## config.mk

```make
export PLATFORM = sky130hd
export DESIGN_NAME = bsg_manycore_mmio_responder_flat
export DESIGN_NICKNAME = d
export VERILOG_FILES = /design/src/rtl/bsg_manycore_mmio_responder_if.sv /design/src/rtl/bsg_manycore_mmio_responder.sv /design/src/flat_wrapper.sv
export SDC_FILE = /design/constraint.sdc
export NUM_CORES = 2
export LEC_CHECK = 0
export ABC_AREA = 1
export CORE_MARGIN = 3
export CORE_UTILIZATION = 48
export CTS_BUF_LIST = sky130_fd_sc_hd__clkbuf_4 sky130_fd_sc_hd__clkbuf_8 sky130_fd_sc_hd__clkbuf_16
export DETAILED_ROUTE_END_ITERATION = 6
export PLACE_DENSITY = 0.67
export SETUP_SLACK_MARGIN = 0.1
export SYNTH_ARGS = -nofsm -noshare
export SYNTH_HDL_FRONTEND = slang
export SYNTH_SLANG_ARGS = --single-unit
```

## constraint.sdc

```tcl
create_clock -name clk_i -period 18.4 [get_ports clk_i]
set_clock_uncertainty 0.1 [all_clocks]
set_input_delay 3.68 -clock clk_i [delete_from_list [all_inputs] [get_ports clk_i]]
set_output_delay 3.68 -clock clk_i [all_outputs]
set_load 0.01 [all_outputs]
```

## src/rtl/bsg_manycore_mmio_responder_if.sv

```systemverilog
// Request/response handshake bundle between the host IO endpoint (master)
// and the manycore-side MMIO responder (slave).
interface bsg_manycore_mmio_responder_if #(
  parameter int addr_width_p   = 28,
  parameter int data_width_p   = 32,
  parameter int x_cord_width_p = 7,
  parameter int y_cord_width_p = 7,
  parameter int reg_id_width_p = 5
) ();

  logic                        req_v_i;
  logic                        req_ready_o;
  logic [1:0]                  req_op_i;
  logic [addr_width_p-1:0]     req_addr_i;
  logic [data_width_p-1:0]     req_data_i;
  logic [data_width_p/8-1:0]   req_mask_i;
  logic [x_cord_width_p-1:0]   req_src_x_i;
  logic [y_cord_width_p-1:0]   req_src_y_i;
  logic [reg_id_width_p-1:0]   req_reg_id_i;

  logic                        resp_v_o;
  logic                        resp_ready_i;
  logic [1:0]                  resp_type_o;
  logic [data_width_p-1:0]     resp_data_o;
  logic [reg_id_width_p-1:0]   resp_reg_id_o;
  logic [x_cord_width_p-1:0]   resp_dst_x_o;
  logic [y_cord_width_p-1:0]   resp_dst_y_o;

  modport slave (
    input  req_v_i, req_op_i, req_addr_i, req_data_i, req_mask_i,
           req_src_x_i, req_src_y_i, req_reg_id_i, resp_ready_i,
    output req_ready_o, resp_v_o, resp_type_o, resp_data_o,
           resp_reg_id_o, resp_dst_x_o, resp_dst_y_o
  );

  modport master (
    output req_v_i, req_op_i, req_addr_i, req_data_i, req_mask_i,
           req_src_x_i, req_src_y_i, req_reg_id_i, resp_ready_i,
    input  req_ready_o, resp_v_o, resp_type_o, resp_data_o,
           resp_reg_id_o, resp_dst_x_o, resp_dst_y_o
  );

endinterface

```

## src/rtl/bsg_manycore_mmio_responder.sv

```systemverilog
// Manycore-side MMIO endpoint: word scratch memory serving load/store/amoadd
// requests one at a time, with one response per request plus statistics.
//
// state | meaning
// IDLE  | ready for a request; captures fields on handshake
// EXEC  | single cycle: decode, memory read/write, register response
// RESP  | response held valid until consumed
module bsg_manycore_mmio_responder #(
  parameter int addr_width_p   = 28,
  parameter int data_width_p   = 32,
  parameter int x_cord_width_p = 7,
  parameter int y_cord_width_p = 7,
  parameter int reg_id_width_p = 5,
  parameter int mem_els_p      = 64
) (
  input  logic                          clk_i,
  input  logic                          reset_i,
  bsg_manycore_mmio_responder_if.slave  bus,
  output logic [31:0]                   req_count_o,
  output logic [15:0]                   err_count_o
);

  localparam int lg_els_lp     = $clog2(mem_els_p);
  localparam int mask_width_lp = data_width_p / 8;

  typedef enum logic [1:0] {IDLE = 2'd0, EXEC = 2'd1, RESP = 2'd2} state_e;

  state_e                      state_q, state_d;
  logic [1:0]                  op_q;
  logic [addr_width_p-1:0]     addr_q;
  logic [data_width_p-1:0]     data_q;
  logic [mask_width_lp-1:0]    mask_q;
  logic [x_cord_width_p-1:0]   src_x_q;
  logic [y_cord_width_p-1:0]   src_y_q;
  logic [reg_id_width_p-1:0]   reg_id_q;
  logic [1:0]                  resp_type_q, resp_type_d;
  logic [data_width_p-1:0]     resp_data_q, resp_data_d;
  logic [31:0]                 req_count_q;
  logic [15:0]                 err_count_q;

  logic [data_width_p-1:0]     mem_q [mem_els_p];
  logic [lg_els_lp-1:0]        idx;
  logic                        in_range;
  logic [data_width_p-1:0]     mem_rd;
  logic [data_width_p-1:0]     mem_wdata;
  logic                        mem_we;
  logic                        req_hs;
  logic                        resp_hs;

  // Ready depends only on state and reset, never on resp_ready_i.
  assign bus.req_ready_o = (state_q == IDLE) & ~reset_i;
  assign req_hs          = bus.req_v_i & bus.req_ready_o;
  assign resp_hs         = (state_q == RESP) & bus.resp_ready_i;

  always_comb begin
    state_d = state_q;
    case (state_q)
      IDLE:    if (req_hs) state_d = EXEC;
      EXEC:    state_d = RESP;
      RESP:    if (resp_hs) state_d = IDLE;
      default: state_d = IDLE;
    endcase
  end

  always_ff @(posedge clk_i or posedge reset_i) begin
    if (reset_i) state_q <= IDLE;
    else         state_q <= state_d;
  end

  always_ff @(posedge clk_i or posedge reset_i) begin
    if (reset_i) begin
      op_q     <= '0;
      addr_q   <= '0;
      data_q   <= '0;
      mask_q   <= '0;
      src_x_q  <= '0;
      src_y_q  <= '0;
      reg_id_q <= '0;
    end else if (req_hs) begin
      op_q     <= bus.req_op_i;
      addr_q   <= bus.req_addr_i;
      data_q   <= bus.req_data_i;
      mask_q   <= bus.req_mask_i;
      src_x_q  <= bus.req_src_x_i;
      src_y_q  <= bus.req_src_y_i;
      reg_id_q <= bus.req_reg_id_i;
    end
  end

  assign idx      = addr_q[lg_els_lp-1:0];
  assign in_range = (addr_q[addr_width_p-1:lg_els_lp] == '0);
  assign mem_rd   = mem_q[idx];

  always_comb begin
    resp_type_d = 2'd3;
    resp_data_d = '0;
    mem_we      = 1'b0;
    mem_wdata   = mem_rd;
    if (in_range) begin
      case (op_q)
        2'd0: begin
          resp_type_d = 2'd0;
          resp_data_d = mem_rd;
        end
        2'd1: begin
          resp_type_d = 2'd1;
          mem_we      = (state_q == EXEC);
          for (int b = 0; b < mask_width_lp; b++) begin
            if (mask_q[b]) mem_wdata[8*b +: 8] = data_q[8*b +: 8];
          end
        end
        2'd2: begin
          resp_type_d = 2'd2;
          resp_data_d = mem_rd;
          mem_we      = (state_q == EXEC);
          mem_wdata   = mem_rd + data_q;
        end
        default: begin
          resp_type_d = 2'd3;
          resp_data_d = '0;
        end
      endcase
    end
  end

  // Scratch memory is deliberately left out of reset.
  always_ff @(posedge clk_i) begin
    if (mem_we) mem_q[idx] <= mem_wdata;
  end

  always_ff @(posedge clk_i or posedge reset_i) begin
    if (reset_i) begin
      resp_type_q <= '0;
      resp_data_q <= '0;
    end else if (state_q == EXEC) begin
      resp_type_q <= resp_type_d;
      resp_data_q <= resp_data_d;
    end
  end

  always_ff @(posedge clk_i or posedge reset_i) begin
    if (reset_i) begin
      req_count_q <= '0;
      err_count_q <= '0;
    end else if (resp_hs) begin
      req_count_q <= req_count_q + 32'd1;
      if (resp_type_q == 2'd3 && err_count_q != 16'hFFFF)
        err_count_q <= err_count_q + 16'd1;
    end
  end

  assign bus.resp_v_o      = (state_q == RESP);
  assign bus.resp_type_o   = resp_type_q;
  assign bus.resp_data_o   = resp_data_q;
  assign bus.resp_reg_id_o = reg_id_q;
  assign bus.resp_dst_x_o  = src_x_q;
  assign bus.resp_dst_y_o  = src_y_q;
  assign req_count_o       = req_count_q;
  assign err_count_o       = err_count_q;

endmodule

```

## src/flat_wrapper.sv

```systemverilog
// flat-port wrapper written by rule: the top's interface ports become plain ports
module bsg_manycore_mmio_responder_flat 
#(
  parameter int addr_width_p   = 28,
  parameter int data_width_p   = 32,
  parameter int x_cord_width_p = 7,
  parameter int y_cord_width_p = 7,
  parameter int reg_id_width_p = 5,
  parameter int mem_els_p      = 64
)
  (clk_i, reset_i, req_count_o, err_count_o, bus_req_v_i, bus_req_op_i, bus_req_addr_i, bus_req_data_i, bus_req_mask_i, bus_req_src_x_i, bus_req_src_y_i, bus_req_reg_id_i, bus_resp_ready_i, bus_req_ready_o, bus_resp_v_o, bus_resp_type_o, bus_resp_data_o, bus_resp_reg_id_o, bus_resp_dst_x_o, bus_resp_dst_y_o);
  bsg_manycore_mmio_responder_if #(.addr_width_p(addr_width_p), .data_width_p(data_width_p), .x_cord_width_p(x_cord_width_p), .y_cord_width_p(y_cord_width_p), .reg_id_width_p(reg_id_width_p)) bus_i ();
  input  logic clk_i;
  input  logic reset_i;
  output logic [31:0] req_count_o;
  output logic [15:0] err_count_o;
  input wire logic [$bits(bus_i.req_v_i)-1:0] bus_req_v_i;
  input wire logic [$bits(bus_i.req_op_i)-1:0] bus_req_op_i;
  input wire logic [$bits(bus_i.req_addr_i)-1:0] bus_req_addr_i;
  input wire logic [$bits(bus_i.req_data_i)-1:0] bus_req_data_i;
  input wire logic [$bits(bus_i.req_mask_i)-1:0] bus_req_mask_i;
  input wire logic [$bits(bus_i.req_src_x_i)-1:0] bus_req_src_x_i;
  input wire logic [$bits(bus_i.req_src_y_i)-1:0] bus_req_src_y_i;
  input wire logic [$bits(bus_i.req_reg_id_i)-1:0] bus_req_reg_id_i;
  input wire logic [$bits(bus_i.resp_ready_i)-1:0] bus_resp_ready_i;
  output wire logic [$bits(bus_i.req_ready_o)-1:0] bus_req_ready_o;
  output wire logic [$bits(bus_i.resp_v_o)-1:0] bus_resp_v_o;
  output wire logic [$bits(bus_i.resp_type_o)-1:0] bus_resp_type_o;
  output wire logic [$bits(bus_i.resp_data_o)-1:0] bus_resp_data_o;
  output wire logic [$bits(bus_i.resp_reg_id_o)-1:0] bus_resp_reg_id_o;
  output wire logic [$bits(bus_i.resp_dst_x_o)-1:0] bus_resp_dst_x_o;
  output wire logic [$bits(bus_i.resp_dst_y_o)-1:0] bus_resp_dst_y_o;
  assign bus_i.req_v_i = bus_req_v_i;
  assign bus_i.req_op_i = bus_req_op_i;
  assign bus_i.req_addr_i = bus_req_addr_i;
  assign bus_i.req_data_i = bus_req_data_i;
  assign bus_i.req_mask_i = bus_req_mask_i;
  assign bus_i.req_src_x_i = bus_req_src_x_i;
  assign bus_i.req_src_y_i = bus_req_src_y_i;
  assign bus_i.req_reg_id_i = bus_req_reg_id_i;
  assign bus_i.resp_ready_i = bus_resp_ready_i;
  assign bus_req_ready_o = bus_i.req_ready_o;
  assign bus_resp_v_o = bus_i.resp_v_o;
  assign bus_resp_type_o = bus_i.resp_type_o;
  assign bus_resp_data_o = bus_i.resp_data_o;
  assign bus_resp_reg_id_o = bus_i.resp_reg_id_o;
  assign bus_resp_dst_x_o = bus_i.resp_dst_x_o;
  assign bus_resp_dst_y_o = bus_i.resp_dst_y_o;
  bsg_manycore_mmio_responder #(.addr_width_p(addr_width_p), .data_width_p(data_width_p), .x_cord_width_p(x_cord_width_p), .y_cord_width_p(y_cord_width_p), .reg_id_width_p(reg_id_width_p), .mem_els_p(mem_els_p)) u_core (.clk_i(clk_i), .reset_i(reset_i), .bus(bus_i), .req_count_o(req_count_o), .err_count_o(err_count_o));
endmodule
```

Word level (Yosys, flattened, before mapping)
Memories as Yosys holds them, arrays and structs flattened.
Cells that the tools add are included.

storage, ports and cells
  register bits = 169
  RAM bits = 2048
  output and inout port bits = 103
  word-level logic and storage cells = 53
  memories kept = 1

operators by class
  add/sub/neg operators = 3
  eq/ne operators = 8
  multiplexer cells = 17
  bitwise gates (word level) = 4
  reductions and logical operators = 8

memories
  memory        depth  width  rd ports  clocked after memory_dff  wr ports  line                               text
  u_core.mem_q  64     32     1         0                         1         bsg_manycore_mmio_responder.sv:41  logic [data_width_p-1:0] mem_q [mem_els_p];

operators by type and width
  operator                                                                count
  32-bit 2-to-1 mux                                                       3
  32-bit one-hot mux with 2 select lines                                  1
  32-bit by 1-bit adder with 32-bit output (second input constant)        1
  32-bit adder                                                            1
  8-bit 2-to-1 mux                                                        4
  22-bit logical NOT                                                      1
  16-bit by 1-bit adder with 16-bit output (second input constant)        1
  16-bit != test (second input constant)                                  1
  2-bit one-hot mux with 3 select lines                                   2
  2-bit equality test (second input constant)                             3
  2-bit 2-to-1 mux                                                        3
  2-bit by 1-bit equality test with 1-bit output (second input constant)  2
  2-bit logical NOT                                                       2
  1-bit 2-to-1 mux                                                        4
  2-bit by 1-bit != test with 1-bit output (second input constant)        2
  2-bit AND reduction                                                     2
  2-bit OR reduction                                                      2
  1-bit AND                                                               3
  1-bit logical AND                                                       1
  1-bit NOT                                                               1

Logic depth before layout (Yosys ltp)
  depth after elaboration = 6
  depth in mapped cells = 29
  mapped depth without buffers = 26

Least setup slack after synthesis
OpenSTA, ideal clock, no wires.

  kind = in2out
  from = input port reset_i
  to = output port bus_req_ready_o
  arrival = 3.985 ns
  slack = 10.635 ns
  stages = 1
  path buffers = 0
  cells stage by stage = nor3_1

on the way
  word-level cells in the longest chain between the ends = 2

RTL lines
  element          line                               text
  start, declared  flat_wrapper.sv:14                 input logic reset_i;
  1-bit NOT        bsg_manycore_mmio_responder.sv:51  assign bus.req_ready_o = (state_q == IDLE) & ~reset_i;
  1-bit AND        bsg_manycore_mmio_responder.sv:51
  end, declared    flat_wrapper.sv:26                 output wire logic [$bits(bus_i.req_ready_o)-1:0] bus_req_ready_o;

Every way passes these cells.

Worst setup path after layout
Same ends and word-level chain as after synthesis.

==> impl_metrics.csv <==
group,metric,value,unit
outcome,status,"completed",
setup_path,cpMostUsedCell,"clkdlybuf4s50_1",
setup_path,critPathMaxFanout,2,
synthesis,synth_ff_type,"edfxtp_1",
setup_path,cp-end-kind,"output pin",
min_path,worstHoldStart,"u_core.bus.resp_data_o[4]",
clock_network,cts_setup_buffers,0,
setup_path,start_kind,"input port",
power_and_ir_drop,p_leak,37.1,nW
route,wire_per_inst,25.3,µm
floorplan,die_y,436,µm
synthesis,synth_top_cells_by_area,"edfxtp_1 (69%), nand2_1 (12%), dfrtp_1 (4.8%), a21oi_1 (1.7%), o21ai_0 (1.5%)",
timing,max_freq,0.114,GHz
synthesis,synth_area,88600,µm²
clock_network,tritoncts,"built",
synthesis,ys_warn_count,0,
global_routing,grt_pass1_wl,376000,µm
clock_network,cts_root_buffer,"clkbuf_16",
timing,slew_headroom,12.0,%
job,cap_violations,0,
setup_path,crit_arrival,5030,ps
synthesis,synth_commonest_cells,"nand2_1 (2,765), edfxtp_1 (2,048), inv_1 (324)",
synthesis,synth_top_cell_by_area,"edfxtp_1",
synthesis,synth.avg_cell_area,12.1,µm²
power_and_ir_drop,vdd_drop_max,0.154,mV
min_path,hp-class,"reg -> reg",
global_routing,first_global_vias,56300,
global_routing,grt.total_usage,26.6,%
global_routing,grt_max_degree,116,
setup_path,timing.rr.start,"u_core.addr_q[0]",
timing,fin_crit_sh,47.9,%
route,vias_per_cell,5.75,
synthesis,synth_top_area_share,69.4,%
floorplan,pin_count,192,
synthesis,ys_async_sr_fraction,7.62,%
setup_path,critPathKind,"in -> out",
setup_path,crit_family,"buffers and inverters",
synthesis,yosysMostFrequentCell,"nand2_1",
placed_design,dp.cells,9806,
floorplan,dieArea,190000,µm²
synthesis,ys_ff_latch,2217,
timing,finalSetupViolations,0,
route,finalWirelength,258000,µm
layout,drive_gt1_share,8.65,%
clock_network,cts_resized,0,
clock_network,clk_latency,840,ps
setup_path,crit_chain,"clkdlybuf4s50_1, nor3_1, clkdlybuf4s50_1",
global_routing,gr-total-overflow,0,
setup_path,cp_slowest_cell,"clkdlybuf4s50_1",
synthesis,synth_edf_count,2048,
layout,layout.nets,7682,
floorplan,fp-row-count,157,
synthesis,synth_cell_types,44,
power_and_ir_drop,power_density,142,nW/µm²
placed_design,dp_hpwl,143000,µm
setup_path,crit_path_max_incr_delay,600,ps
floorplan,core,183000,µm²
timing,rsz0062_at_grt,"no",
clock_network,cts_max_level,4,
clock_network,clock_sinks,2217,
synthesis,syn-num-nets,7460,
setup_path,startpoint,"reset_i",
route,drc,0,
route,via_count,58700,
clock_network,cts.path.max_buffers,3,
setup_path,critPathRequiredTime,14620,ps
clock_network,cts_hold_repair.buffers,0,
global_routing,antenna_found_initial,5,
route,drtPass1Iterations,6,
route,drtAntennaViolNets,0,
layout,area_delta_synth_final,13.8,%
synthesis,synth_cells,7333,
timing,fin_setup_tns,0,ps
placed_design,io_buffers,191,
clock_network,clk_pin_slew_worst_paths,60,ps
timing,hold_viol_final,0,
placed_design,routabilityCongestion,0.898,
timing,tightest_slew,1320,ps
floorplan,start_util,48.3,%
timing,slew_violations,0,
layout,fillCellCount,14800,
timing,period_needed,8810,ps
floorplan,fp.dieW,436,µm
clock_network,cts_inserted_buffers,211,
route,first_iter_violations,7583,
setup_path,path_buf_inv,2,
layout,instances_no_fill,10200,
synthesis,synth_seq_area_share,74.2,%
-- layer usage --
layer	track usage, %	vias to the layer above	wire [µm]
met5	0	-	0
met4	11.9	0	12600
met3	4.28	558	25700
met2	42.2	3164	120000
met1	36.5	28900	99000
li1	-	26000	-
-- logic make-up after synthesis --
kind of cell	share of synthesized area, %
compound gates	6.11
xor+xnor	0.475
fa+ha+maj	0.545
buf+inv	3.07
flops	74.2
simple gates	15.6
-- cells in the final DEF (no fill, tap or decap), types with 30 or more instances in the layout --
master,instances
a21oi_1,292
a221oi_1,114
a22oi_1,104
buf_4,148
clkbuf_16,216
clkbuf_4,49
clkdlybuf4s50_1,191
clkinv_1,52
clkinv_2,46
dfrtp_1,166
edfxtp_1,2048
ha_1,37
inv_1,315
nand2_1,2742
nand3_1,183
nand4_1,116
nor2_1,235
nor2_4,70
o2111ai_1,50
o21ai_0,266
or2_2,44
xor2_1,30
-- state kept, by name, summed over array words and instances (netlist names) --
register / cells
u_core.addr_q: 28
u_core.bus.resp_data_o: 32
u_core.bus.resp_dst_x_o: 7
u_core.bus.resp_dst_y_o: 7
u_core.bus.resp_reg_id_o: 5
u_core.bus.resp_type_o: 2
u_core.data_q: 32
u_core.err_count_o: 16
u_core.mask_q: 4
u_core.mem_q: 2048
u_core.op_q: 2
u_core.req_count_o: 32
u_core.state_q: 2
-- worst min-delay path: cells and delay by family, from the launching register on --
kind          cells  cell delay, ps
flops             1             340
simple gates      2             100
-- layout make-up --
class	instances	area [µm²]	area share [%]
Antenna cell	1	2.50	0.00248
Clock buffer	268	5810	5.77
Clock inverter	121	970	0.962
Inverter	334	1280	1.27
Multi-Input combinational cell	4446	20800	20.6
Sequential cell	2217	65700	65.2
Tap cell	2464	3080	3.06
Timing Repair Buffer	345	3140	3.12
-- metrics by stage --
stage	area, µm²	worst slack [ps]	utilization (%)	power, mW	hold WS [ps]
3_3_place_gp	94000	9600	51.3	10.1	363
6_report	101000	9590	55.0	14.3	375
5_1_grt	101000	9490	55.0	14.9	405
4_1_cts	101000	9580	55.0	14.4	383
2_1_floorplan	88600	10040	-	8.70	349
3_5_place_dp	94000	9580	51.3	10.1	366
-- final timing paths --
path | cells after the start | endpoint | slack, ps
min in group asynchronous | 2 | u_core.bus.resp_reg_id_o[3] | 3350
setup reg to reg | 22 | u_core.mem_q[33][17] | 9900
hold / removal | 2 | u_core.bus.resp_data_o[4] | 380
max in group asynchronous | 3 | u_core.addr_q[1] | 13220
setup / recovery | 3 | bus_req_ready_o | 9590
hold reg to reg | 2 | u_core.bus.resp_data_o[4] | 380
-- where the power goes --
| group | switching, mW | internal, mW | total, mW |
|---|---|---|---|
| logic | 2.70 | 0.711 | 3.41 |
| clock network | 1.85 | 2.41 | 4.26 |
| registers | 0.0755 | 6.60 | 6.68 |
Power figures use the tool's default switching activity.
